### src/rtl/alert_handler_class_esc.sv
// Alert class escalation: trigger accumulator, interrupt timeout and a
// four-phase escalation sequencer with a lockable clear.
module alert_handler_class_esc #(
   parameter int AccuCntDw = 16,
   parameter int EscCntDw  = 32,
   parameter int N_ESC_SEV = 4,
   parameter int N_PHASES  = 4,
   parameter int PHASE_DW  = 2
) (
   input  logic                         clk_i,
   input  logic                         rst_i,
   input  logic                         en_i,
   input  logic                         class_trig_i,
   input  logic                         clr_i,
   input  logic                         lock_en_i,
   input  logic [AccuCntDw-1:0]         accu_thresh_i,
   input  logic [EscCntDw-1:0]          timeout_cyc_i,
   input  logic [N_PHASES*EscCntDw-1:0] phase_cyc_i,
   input  logic [N_ESC_SEV-1:0]         esc_en_i,
   input  logic [N_ESC_SEV*PHASE_DW-1:0] esc_map_i,
   output logic [AccuCntDw-1:0]         accu_cnt_o,
   output logic                         accu_trig_o,
   output logic [EscCntDw-1:0]          esc_cnt_o,
   output logic [2:0]                   state_o,
   output logic [N_ESC_SEV-1:0]         esc_sig_o
);

   typedef enum logic [2:0] {
      IDLE     = 3'b000,
      TIMEOUT  = 3'b001,
      TERMINAL = 3'b011,
      PHASE0   = 3'b100,
      PHASE1   = 3'b101,
      PHASE2   = 3'b110,
      PHASE3   = 3'b111
   } state_e;

   state_e               state_q, state_d;
   logic [AccuCntDw-1:0] accu_q, accu_d;
   logic [EscCntDw-1:0]  esc_q, esc_d, esc_inc, phase_cyc;
   logic                 lock_q, lock_d;
   logic                 trig, clr_eff, phase_done, timeout_done;

   assign trig         = en_i & class_trig_i;
   assign clr_eff      = clr_i & ~lock_q;
   assign accu_trig_o  = trig & (accu_q >= accu_thresh_i);
   assign esc_inc      = (&esc_q) ? esc_q : esc_q + EscCntDw'(1);
   assign phase_cyc    = phase_cyc_i[state_q[1:0]*EscCntDw +: EscCntDw];
   assign phase_done   = (phase_cyc == '0) ||
                         (esc_q >= phase_cyc - EscCntDw'(1));
   assign timeout_done = esc_q >= timeout_cyc_i - EscCntDw'(1);

   always_comb begin
      accu_d = accu_q;
      if (clr_eff) begin
         accu_d = '0;
      end else if (trig && !(&accu_q)) begin
         accu_d = accu_q + AccuCntDw'(1);
      end
   end

   always_comb begin
      state_d = state_q;
      esc_d   = esc_q;
      lock_d  = lock_q;
      unique case (state_q)
         IDLE: begin
            if (accu_trig_o) begin
               state_d = PHASE0;
               esc_d   = '0;
            end else if (trig && timeout_cyc_i != '0) begin
               state_d = TIMEOUT;
               esc_d   = '0;
            end
         end
         TIMEOUT: begin
            esc_d = esc_inc;
            if (accu_trig_o || timeout_done) begin
               state_d = PHASE0;
               esc_d   = '0;
            end
         end
         PHASE0, PHASE1, PHASE2: begin
            esc_d = esc_inc;
            if (phase_done) begin
               state_d = state_e'(state_q + 3'd1);
               esc_d   = '0;
            end
         end
         PHASE3: begin
            esc_d = esc_inc;
            if (phase_done) begin
               state_d = TERMINAL;
               esc_d   = '0;
            end
         end
         TERMINAL: begin
            esc_d = esc_q;
         end
         default: begin
            state_d = IDLE;
            esc_d   = '0;
         end
      endcase
      // an unlocked clear overrides any escalation progress this cycle
      if (clr_eff) begin
         state_d = IDLE;
         esc_d   = '0;
      end
      if (lock_en_i && state_d == PHASE0 && state_q != PHASE0) begin
         lock_d = 1'b1;
      end
   end

   always_ff @(posedge clk_i) begin
      if (rst_i) begin
         state_q <= IDLE;
         accu_q  <= '0;
         esc_q   <= '0;
         lock_q  <= 1'b0;
      end else begin
         state_q <= state_d;
         accu_q  <= accu_d;
         esc_q   <= esc_d;
         lock_q  <= lock_d;
      end
   end

   always_comb begin
      esc_sig_o = '0;
      for (int e = 0; e < N_ESC_SEV; e++) begin
         esc_sig_o[e] = esc_en_i[e] & state_q[2] &
            (PHASE_DW'(state_q[1:0]) >= esc_map_i[e*PHASE_DW +: PHASE_DW]);
      end
   end

   assign accu_cnt_o = accu_q;
   assign esc_cnt_o  = esc_q;
   assign state_o    = state_q;

endmodule
### config.mk
export PLATFORM = sky130hd
export DESIGN_NAME = alert_handler_class_esc
export DESIGN_NICKNAME = d
export VERILOG_FILES = /design/src/rtl/alert_handler_class_esc.sv
export SDC_FILE = /design/constraint.sdc
export NUM_CORES = 1
export LEC_CHECK = 0
export ABC_AREA = 1
export BUFFER_PORTS_ARGS = -buffer_cell sky130_fd_sc_hd__buf_2
export CAP_MARGIN = 0
export CORE_MARGIN = 8
export CORE_UTILIZATION = 57
export DETAILED_ROUTE_END_ITERATION = 10
export PLACE_DENSITY = 0.95
export RECOVER_POWER = 25
export SYNTH_ARGS = -nofsm -noshare
export SYNTH_HDL_FRONTEND = slang
export SYNTH_SLANG_ARGS = --single-unit
### constraint.sdc
create_clock -name clk_i -period 7.9 [get_ports clk_i]
set_input_delay 1.185 -clock clk_i [delete_from_list [all_inputs] [get_ports clk_i]]
set_output_delay 1.185 -clock clk_i [all_outputs]
set_load 0.05 [all_outputs]
==> results.py <==
metrics = {
    "setup_path": {
        "crit_family": "simple AND/OR/NAND/NOR gates",
        "reg2reg_to": "esc_cnt_o[12]$_SDFFE_PP0P_",
        "cp.required_ps": 8130,
        "path_class": "register to register",
        "r2r_cells": 28,
        "cpPeakStageDelay_ps": 910,
        "crit_path_top_delay_cell": "dfxtp_2",
        "cp.depth": 28,
        "crit_path_start": "state_o[1]$_SDFF_PP0_",
        "worstPathArrival_ps": 5520,
        "critPathCaptureType": "register",
        "r2r_slack_ps": 2610,
        "crit_fanout": 43,
        "cp-endpoint": "esc_cnt_o[12]$_SDFFE_PP0P_",
        "cp-start-kind": "register",
        "crit_top_cell": "nand2_1",
        "crit_buf_inv": 4,
        "r2r-start": "state_o[1]$_SDFF_PP0_",
    },
    "die": {
        "io_pins": 250,
        "dieArea_mm2": 0.0172,
        "die_y_um": 131,
        "fp.dieW_um": 131,
        "rows": 42,
        "core-area_mm2": 0.0131,
        "initial_core_util_pct": 57.8,
    },
    "cts": {
        "cts_buffers": 5,
        "clkSinkCount": 52,
        "cts_hold_buf": 0,
        "cts_resized": 0,
        "cts_setup_buffers": 0,
        "clkLatencyLatePin_ps": 290,
        "cts_tree": "built",
        "clockBufferDepth": 2,
        "worst_setup_hold_path_clk_slew_ps": 70,
        "ctsHtreeMaxLevel": 2,
        "cts-root-buf": "clkbuf_16",
    },
    "pwr": {
        "combPwrFrac_pct": 29.1,
        "p_sw_share_pct": 30.8,
        "pwr-share-seq_pct": 35.8,
        "clkPwrFrac_pct": 35.1,
        "power_density_mw_per_mm2": 82.0,
        "p_leak_nw": 4.64,
        "peakVddDrop_uv": 74.7,
        "p_int_mw": 0.510,
        "power.switching_mw": 0.227,
    },
    "synth": {
        "synth_nets": 1532,
        "avgSynthCellArea_um2": 6.10,
        "synth-seq-cells": 52,
        "netlist_area_mm2": 0.00756,
        "netlist_instances": 1239,
        "synth_seq_area_share_pct": 13.8,
        "synth.distinct_cells": 52,
        "ys_warn_count": 0,
    },
    "cells_and_area": {
        "final_nets": 1762,
        "fillCellCount": 1187,
        "final_common_cell": "nand2_1",
        "area_growth_syn_to_layout_pct": 18.8,
        "mostFrequentLayoutCells": "nand2_1 (351), buf_2 (232), inv_1 (147)",
        "antenna_cells": 0,
        "drive_above_1_share_pct": 19.5,
    },
    "timing": {
        "setup_viol": 0,
        "hold_viol": 0,
        "report.final.slew_viol_count": 0,
        "finalSetupTns_ps": 0,
        "finalCritPeriodShare_pct": 67.0,
        "rsz0062_at_grt": "false",
        "tightest_slew_ps": 879,
        "fmax_ghz": 0.189,
        "maxSlewHeadroom_pct": 41.4,
        "fin_ws_ps": 2610,
        "period_needed_ps": 5290,
        "fin_skew_ps": 7.09,
    },
    "routing": {
        "drt-initial-drc-count": 519,
        "wire_per_inst_um": 14.5,
        "wirelength_um": 23800,
        "viasPerCell": 5.43,
        "postRouteAntennaNets": 0,
        "via_count": 8933,
        "dr.pass1.iters": 5,
        "drc": 0,
    },
    "global_route": {
        "grt_antenna_before_repair": 0,
        "grt_pass1_wl_um": 39400,
        "grt_pass1_vias": 8675,
        "grt_use_total_pct": 26.4,
        "grt.overflow.total": 0,
        "grt_max_degree": 74,
    },
    "place": {
        "place_congestion": 0.961,
        "hpwl_um": 20100,
        "post-place-ws_ps": 2560,
        "port_buffers": 249,
    },
    "job": {
        "maxCapViolCount": 0,
    },
    "hold_path": {
        "hp-class": "register to register",
    },
    "run_status": {
        "status": "finished clean",
    },
}
==> through the flow <==
stage          area [um2]  utilization, %  power [mW]  instances  hold slack, ps
6_report             8980            68.6       0.737       1646             474
3_5_place_dp         8820            67.4       0.483       1638             462
3_3_place_gp         8820            67.4       0.475       1638             450
5_1_grt              8980            68.6       0.777       1646             541
2_1_floorplan        7560               -       0.404       1239             441
4_1_cts              9000            68.8       0.737       1646             478
==> power by group through the flow <==
| stage | Sequential (mW) | Combinational, mW | Clock (mW) |
|---|---|---|---|
| after floorplan | 0.273 | 0.131 | 0 |
| final | 0.264 | 0.214 | 0.259 |
| after global placement | 0.270 | 0.205 | 0 |
| after global routing | 0.264 | 0.242 | 0.271 |
| after detailed placement | 0.270 | 0.213 | 0 |
| after CTS | 0.264 | 0.214 | 0.259 |
==> cell type report <==
class	count	area [um2]	share of cell area, %
clock buffer	6	139	1.55
clock inverter	2	38.8	0.432
inverter	152	581	6.47
multi-input combinational	1007	5720	63.7
sequential	52	1040	11.6
tap	176	220	2.45
timing repair buffer	251	1240	13.8
==> per-layer routing <==
layer	global-route usage (%)	vias to the layer above	routed length [um]
met5	0	-	0
met4	10.7	0	796
met3	5.53	56	2060
met2	46.9	391	11400
met1	30.2	3985	9580
li1	-	4501	-
==> state kept, by name, indices dropped and copies added (netlist names) <==
signal,count
accu_cnt_o,16
state_o,3
esc_cnt_o,32
lock_q,1
==> worst register-to-register path, delay by kind of cell (launching register included) <==
family,cells,cell delay [ps]
AOI/OAI and AO/OA,7,1050
buffers and inverters,4,780
adders and majority gates,2,460
xor gates and xnor gates,1,150
and+or+nand+nor,14,1860
DFF,1,910
==> kinds of logic after synthesis <==
logic type | count (synthesis) | share of synthesized area (%)
xor+xnor | 62 | 7.19
compound gates | 138 | 10.4
flops | 52 | 13.8
buf+inv | 180 | 10.5
fa+ha+maj | 99 | 16.4
simple gates | 708 | 41.7
==> worst min path at each step <==
stage                                    from             endpoint  slack [ps]  depth (start not counted)
after floorplan           lock_q$_SDFFE_PP0P_  lock_q$_SDFFE_PP0P_         440                          2
after global placement    lock_q$_SDFFE_PP0P_  lock_q$_SDFFE_PP0P_         450                          2
after detailed placement  lock_q$_SDFFE_PP0P_  lock_q$_SDFFE_PP0P_         460                          2
after CTS                 lock_q$_SDFFE_PP0P_  lock_q$_SDFFE_PP0P_         480                          2
after global routing      lock_q$_SDFFE_PP0P_  lock_q$_SDFFE_PP0P_         540                          2
final                     lock_q$_SDFFE_PP0P_  lock_q$_SDFFE_PP0P_         470                          2
==> cells in the mapped netlist (all sizes together) <==
| cell | count | share of area [%] |
|---|---|---|
| a211oi | 1 | 0.099 |
| a21boi | 1 | 0.099 |
| a21o | 1 | 0.099 |
| a21oi | 64 | 4.3 |
| a22oi | 1 | 0.099 |
| a31oi | 4 | 0.33 |
| a32oi | 1 | 0.12 |
| a41oi | 1 | 0.12 |
| and2 | 2 | 0.17 |
| and3 | 1 | 0.083 |
| buf | 24 | 2.7 |
| clkbuf | 4 | 0.20 |
| dfxtp | 52 | 14 |
| ha | 99 | 16 |
| inv | 152 | 7.7 |
| nand2 | 362 | 18 |
| nand3 | 105 | 7.4 |
| nand3b | 3 | 0.30 |
| nand4 | 21 | 1.7 |
| nor2 | 155 | 8.4 |
| nor3 | 42 | 3.5 |
| nor3b | 6 | 0.79 |
| nor4 | 9 | 0.74 |
| o211a | 1 | 0.13 |
| o211ai | 5 | 0.56 |
| o21a | 11 | 1.1 |
| o21ai | 42 | 2.8 |
| o21bai | 2 | 0.20 |
| o22a | 1 | 0.13 |
| o31ai | 1 | 0.099 |
| o41ai | 1 | 0.12 |
| or2 | 2 | 0.17 |
| xnor2 | 31 | 3.6 |
| xor2 | 31 | 3.6 |
Note: power is estimated with default switching activity, not from simulation.
